## config.mk

```make
export PLATFORM = sky130hd
export DESIGN_NAME = alu_result_skid
export DESIGN_NICKNAME = d
export VERILOG_FILES = /design/src/rtl/alu_pkg.sv /design/src/rtl/alu_flag_calc.sv /design/src/rtl/alu_result_skid.sv
export SDC_FILE = /design/constraint.sdc
export NUM_CORES = 1
export LEC_CHECK = 0
export ABC_AREA = 1
export BUFFER_PORTS_ARGS = -buffer_cell sky130_fd_sc_hd__buf_2
export CAP_MARGIN = 20
export CORE_MARGIN = 5
export CORE_UTILIZATION = 45
export CTS_BUF_LIST = sky130_fd_sc_hd__clkbuf_4 sky130_fd_sc_hd__clkbuf_8
export DETAILED_ROUTE_END_ITERATION = 10
export MAX_ROUTING_LAYER = met4
export PLACE_DENSITY = 0.66
export SLEW_MARGIN = 20
export SYNTH_ARGS = -nofsm -noshare
export SYNTH_HDL_FRONTEND = slang
export SYNTH_HIERARCHICAL = 1
export SYNTH_SLANG_ARGS = --single-unit
```

## constraint.sdc

```tcl
create_clock -name clock -period 7.7 [get_ports clock]
set_input_delay 1.54 -clock clock [delete_from_list [all_inputs] [get_ports clock]]
set_output_delay 1.54 -clock clock [all_outputs]
set_load 0.03 [all_outputs]
```

## src/rtl/alu_pkg.sv

```systemverilog
// Shared ALU definitions: opcode tags, default widths and the result-pipeline entry record.
// Define ALU_RESULT_SKID_PARITY_EN to carry an even-parity bit with every entry.
package alu_pkg;

   localparam int WIDTH = 32;
   localparam int OPC_W = 5;

   localparam logic [OPC_W-1:0] OPC_AND = 5'd0;
   localparam logic [OPC_W-1:0] OPC_OR  = 5'd1;
   localparam logic [OPC_W-1:0] OPC_ADD = 5'd2;
   localparam logic [OPC_W-1:0] OPC_SUB = 5'd3;
   localparam logic [OPC_W-1:0] OPC_SLL = 5'd4;
   localparam logic [OPC_W-1:0] OPC_SRL = 5'd5;
   localparam logic [OPC_W-1:0] OPC_SRA = 5'd6;
   localparam logic [OPC_W-1:0] OPC_XOR = 5'd7;

   typedef struct packed {
      logic [WIDTH-1:0] result;
      logic [OPC_W-1:0] opcode;
      logic             zero;
      logic             neg;
      logic             ovf;
`ifdef ALU_RESULT_SKID_PARITY_EN
      logic             parity;
`endif
   } aluEntry_t;

   typedef enum logic [1:0] {
      EMPTY = 2'd0,
      ONE   = 2'd1,
      TWO   = 2'd2
   } skidState_t;

endpackage

```

## src/rtl/alu_flag_calc.sv

```systemverilog
// Combinational flag derivation for an ALU result: zero, negative and,
// with ALU_RESULT_SKID_PARITY_EN defined, even parity.
module alu_flag_calc #(
   parameter int WIDTH = alu_pkg::WIDTH
) (
   input  logic [WIDTH-1:0] result,
   output logic             zero,
   output logic             neg
`ifdef ALU_RESULT_SKID_PARITY_EN
   ,
   output logic             parity
`endif
);

   assign zero = (result == '0);
   assign neg  = result[WIDTH-1];

`ifdef ALU_RESULT_SKID_PARITY_EN
   assign parity = ^result;
`endif

endmodule

```

## src/rtl/alu_result_skid.sv

```systemverilog
// Registered ALU result stage: 2-entry skid buffer with valid/ready on both sides and
// flags derived at capture. ALU_RESULT_SKID_PARITY_EN adds the out_parity port.
module alu_result_skid #(
   parameter int WIDTH = alu_pkg::WIDTH,
   parameter int OPC_W = alu_pkg::OPC_W
) (
   input  logic             clock,
   input  logic             reset_n,
   input  logic             in_valid,
   output logic             in_ready,
   input  logic [WIDTH-1:0] in_result,
   input  logic [OPC_W-1:0] in_opcode,
   input  logic             in_ovf,
   output logic             out_valid,
   input  logic             out_ready,
   output logic [WIDTH-1:0] out_result,
   output logic [OPC_W-1:0] out_opcode,
   output logic             out_zero,
   output logic             out_neg,
   output logic             out_ovf
`ifdef ALU_RESULT_SKID_PARITY_EN
   ,
   output logic             out_parity
`endif
);

   import alu_pkg::*;

   skidState_t state;
   skidState_t stateNext;
   logic       inReadyQ;
   logic       stateValid;
   logic       acceptBeat;
   logic       releaseBeat;
   logic       loadMainNew;
   logic       loadMainSkid;
   logic       loadSkid;
   aluEntry_t  newEntry;
   aluEntry_t  mainEntry;
   aluEntry_t  skidEntry;
   logic       inZero;
   logic       inNeg;
`ifdef ALU_RESULT_SKID_PARITY_EN
   logic       inParity;
`endif

   alu_flag_calc #(
      .WIDTH (WIDTH)
   ) uFlagCalc (
      .result (in_result),
      .zero   (inZero),
      .neg    (inNeg)
`ifdef ALU_RESULT_SKID_PARITY_EN
      ,
      .parity (inParity)
`endif
   );

   // Handshakes are masked while reset is low so no beat moves in the reset cycle.
   assign stateValid  = (state != EMPTY);
   assign out_valid   = stateValid & reset_n;
   assign in_ready    = inReadyQ & reset_n;
   assign acceptBeat  = in_valid & in_ready;
   assign releaseBeat = out_valid & out_ready;

   always_comb begin
      newEntry        = '0;
      newEntry.result = in_result;
      newEntry.opcode = in_opcode;
      newEntry.zero   = inZero;
      newEntry.neg    = inNeg;
      newEntry.ovf    = in_ovf;
`ifdef ALU_RESULT_SKID_PARITY_EN
      newEntry.parity = inParity;
`endif
   end

   always_ff @(posedge clock) begin
      // NOTE: sequential state uses non-blocking assignments so every flop samples pre-edge values.
      if (!reset_n) begin
         state    <= EMPTY;
         inReadyQ <= 1'b0;
      end else begin
         state    <= stateNext;
         inReadyQ <= (stateNext != TWO);
      end
   end

   always_comb begin
      stateNext = state;
      unique case (state)
         EMPTY: if (acceptBeat) stateNext = ONE;
         ONE: begin
            if (acceptBeat && !releaseBeat) stateNext = TWO;
            else if (!acceptBeat && releaseBeat) stateNext = EMPTY;
         end
         TWO: if (releaseBeat) stateNext = ONE;
         default: stateNext = EMPTY;
      endcase
   end

   always_comb begin
      // NOTE: defaults first so no path through the case leaves an output unassigned (no latch).
      loadMainNew  = 1'b0;
      loadMainSkid = 1'b0;
      loadSkid     = 1'b0;
      unique case (state)
         EMPTY: loadMainNew = acceptBeat;
         ONE: begin
            loadMainNew = acceptBeat & releaseBeat;
            loadSkid    = acceptBeat & ~releaseBeat;
         end
         TWO: loadMainSkid = releaseBeat;
         default: ;
      endcase
   end

   always_ff @(posedge clock) begin
      if (!reset_n) begin
         mainEntry <= '0;
      end else if (loadMainNew) begin
         mainEntry <= newEntry;
      end else if (loadMainSkid) begin
         mainEntry <= skidEntry;
      end
   end

   // NOTE: skid data is not reset; it is only observable once the state marks it occupied.
   always_ff @(posedge clock) begin
      if (loadSkid) begin
         skidEntry <= newEntry;
      end
   end

   assign out_result = mainEntry.result;
   assign out_opcode = mainEntry.opcode;
   assign out_zero   = mainEntry.zero;
   assign out_neg    = mainEntry.neg;
   assign out_ovf    = mainEntry.ovf;
`ifdef ALU_RESULT_SKID_PARITY_EN
   assign out_parity = mainEntry.parity;
`endif

endmodule

```

==> impl_metrics.toml <==
[power_and_ir_drop]
comb_power_share_pct = 20.6
p_seq_share_pct = 49.1
powerDensity_nw_per_um2 = 241
pwr-share-clk_pct = 30.3
irDropWorstVdd_uv = 98.0
p_switching_mw = 0.312
p_sw_share_pct = 30.1
p_leak_nw = 1.99
internal-power_mw = 0.725

[clocking]
clk_path_buf_depth = 2
tritoncts = "yes"
ctsRootBufferMaster = "clkbuf_8"
cts_htree_levels = 3
clkSlewWorstSetupHoldPaths_ns = 0.07
clock-sinks = 83
numCtsBuffers = 9
ctsHoldBuffers = 0
post_cts_buffers = 0
clock_latency_ns = 0.34
cts-resized-gates = 0

[drt]
ant_nets = 0
via_per_inst = 4.85
wl_per_cell_um = 13.4
drt-initial-drc-count = 178
drc = 0
drt-total-wl_um = 8400
first_pass_iters = 4
vias = 3033

[timing]
max_freq_mhz = 255
setup_tns_ns = 0
hold_viol = 0
skew_ns = 0.00708
tightest_slew_ns = 1.00
rsz0062_at_grt = "false"
setup_viol = 0
finalMaxSlewViolations = 0
fin_crit_sh_pct = 50.9
period_needed_ns = 3.92
max_slew_margin_pct = 33.0

[setup_path]
cp_max_fo = 43
cp_cell_sequence = "buf_2 -> clkinv_1 -> buf_4 -> a21oi_1 -> buf_2"
worst_ep_required_time_ns = 6.16
cp-end-kind = "output port"
crit-reg2reg-capture = "out_zero"
critical_path.top_delay_family = "buffers and inverters"
critical_path_class = "in -> out"
start_kind = "primary input"
critical-path-slowest-cell = "buf_4"
max_stage_delay_ns = 0.40
rr_startpoint = "state[0]"
reg2reg_slack_ns = 4.84
critPathMostFrequentCell = "buf_2"
crit_buf_inv = 4
cp_data_arrival_time_ns = 2.38
r2r_cells = 9

[synthesis]
synth_top_area_cell = "edfxtp_1"
ys_warn_count = 6
synth_area_sq_um = 3630
ys_ff_latch = 83
synth_compound_area_share_pct = 6.27
syn_inst = 449
synthSimpleGateAreaFrac_pct = 28.4
synth_mux_area_share_pct = 0
synth_top_family_by_area = "simple AND/OR/NAND/NOR gates"
synth_fa_ha_area_share_pct = 0
synth_flop_cell = "dfxtp_1"
synth_seq_area_share_pct = 56.7
syn_nets = 491
ys_async_sr_fraction_pct = 0
synthXorXnorAreaFrac_pct = 0
ys_top_cells_by_count = "nand2_1, nand3_1, inv_1"
synth_edf_count = 40
syn_area_per_cell_sq_um = 8.10
synth.area.top_cells = "edfxtp_1, dfxtp_1, nand2_1"
netlist.area_leader.share_pct = 33.0
synth_most_common_cell = "nand2_1"
synth_cell_types = 17

[grt]
grt_overflow = 0
grt_use_total_pct = 17.8
grt_pass1_vias = 2871
grt_pass1_wl_um = 13700
grt_max_degree = 49
antenna_found_initial = 0

[floorplan]
pin_count = 84
die_w_um = 99.9
core_sq_um = 7810
die_h_um = 99.9
start_util_pct = 46.6
dieArea_sq_um = 9980
rows = 32

[min_path]
hp-start = "out_result[17]"
hold_end = "out_result[17]"
whs_path_depth = 2
hp-class = "reg -> reg"

[cells_and_area]
drive_above_1_share_pct = 21.0
multi_input_comb_area_sq_um = 1270
nets = 560
postLayoutCoreUtil_pct = 55.1
antennaDiodeCount = 0
syn_to_final_growth_pct = 18.4
seqCellArea_sq_um = 2060
n_fill_cell = 765

[run]
maxCapViolations = 0

[placed_design]
gp_congestion = 0.794
dp_hpwl_um = 5390
portBuffers = 83

[outcome]
status = "finished clean"
## power groups by stage
stage	sequential [mW]	clock (mW)	combinational, mW
after floorplan	0.564	0	0.106
after global placement	0.519	0	0.211
after detailed placement	0.520	0	0.214
after CTS	0.509	0.324	0.215
after global routing	0.513	0.342	0.238
final	0.509	0.315	0.213
## layout make-up
cell class	count	area share, %
sequential	83	47.9
timing repair buffer	87	10.8
inverter	47	4.10
clock buffer	13	3.72
clock inverter	3	0.931
tap	102	2.97
multi-input combinational	290	29.5
## worst register-to-register path, delay by kind of cell (launching register included)
kind	cells	cell delay, ns
compound gates	1	0.14
buf+inv	2	0.57
flops	1	0.40
simple gates	6	1.69
## state kept, by name, indices dropped and copies added (netlist names)
register,count
inReadyQ,1
out_neg,1
out_opcode,5
out_ovf,1
out_result,32
out_zero,1
skidEntry,40
state,2
## cell usage in the layout, fill, tap and decap left out
cell	synthesis	routed
nand2_1	137	137
buf_2	20	83
nand3_1	81	81
inv_1	44	43
a21oi_1	43	43
dfxtp_1	43	43
edfxtp_1	40	40
nor2_1	23	22
clkbuf_8	0	10
inv_2	2	3
clkbuf_4	0	3
buf_4	1	3
nand2_2	2	2
nor2_4	0	2
clkinv_2	0	2
clkinv_1	1	1
nand4_1	1	1
o21ai_0	1	1
a211oi_1	1	1
bufinv_16	0	1
buf_16	0	1
## worst max path at each step
stage | depth (start not counted) | start | slack [ns] | to
final | 5 | reset_n | 3.78 | out_valid
after global routing | 10 | reset_n | 3.60 | out_zero
after CTS | 5 | reset_n | 3.77 | out_valid
after detailed placement | 7 | reset_n | 3.51 | skidEntry[0]
after global placement | 7 | reset_n | 3.58 | skidEntry[0]
after floorplan | 6 | reset_n | 3.51 | skidEntry[0]
## cell families after synthesis
family | count (synthesis)
AOI/OAI and AO/OA | 45
buffers and inverters | 76
DFF | 83
and+or+nand+nor | 245
## routing by layer
| metal | GRT usage, % | share of wire, % | up-vias | routed length, um |
|---|---|---|---|---|
| met1 | 24.1 | 45 | 1357 | 3810 |
| li1 | - | - | 1586 | - |
| met2 | 26.8 | 47 | 85 | 3970 |
| met4 | 5.36 | 0.99 | 0 | 83 |
| met3 | 3.75 | 6.4 | 5 | 540 |
| met5 | - | 0 | - | 0 |
## metrics by stage
step           total power, mW  instance area, sq um  worst slack [ns]  hold slack, ns  cells
5_1_grt                   1.09                  4300              3.60           0.502    625
4_1_cts                   1.05                  4280              3.77           0.483    624
6_report                  1.04                  4300              3.78           0.480    625
3_3_place_gp             0.729                  4080              3.58           0.470    608
2_1_floorplan            0.671                  3630              3.51           0.498    449
3_5_place_dp             0.734                  4080              3.51           0.471    608
Note: power is estimated with default switching activity, not from simulation.
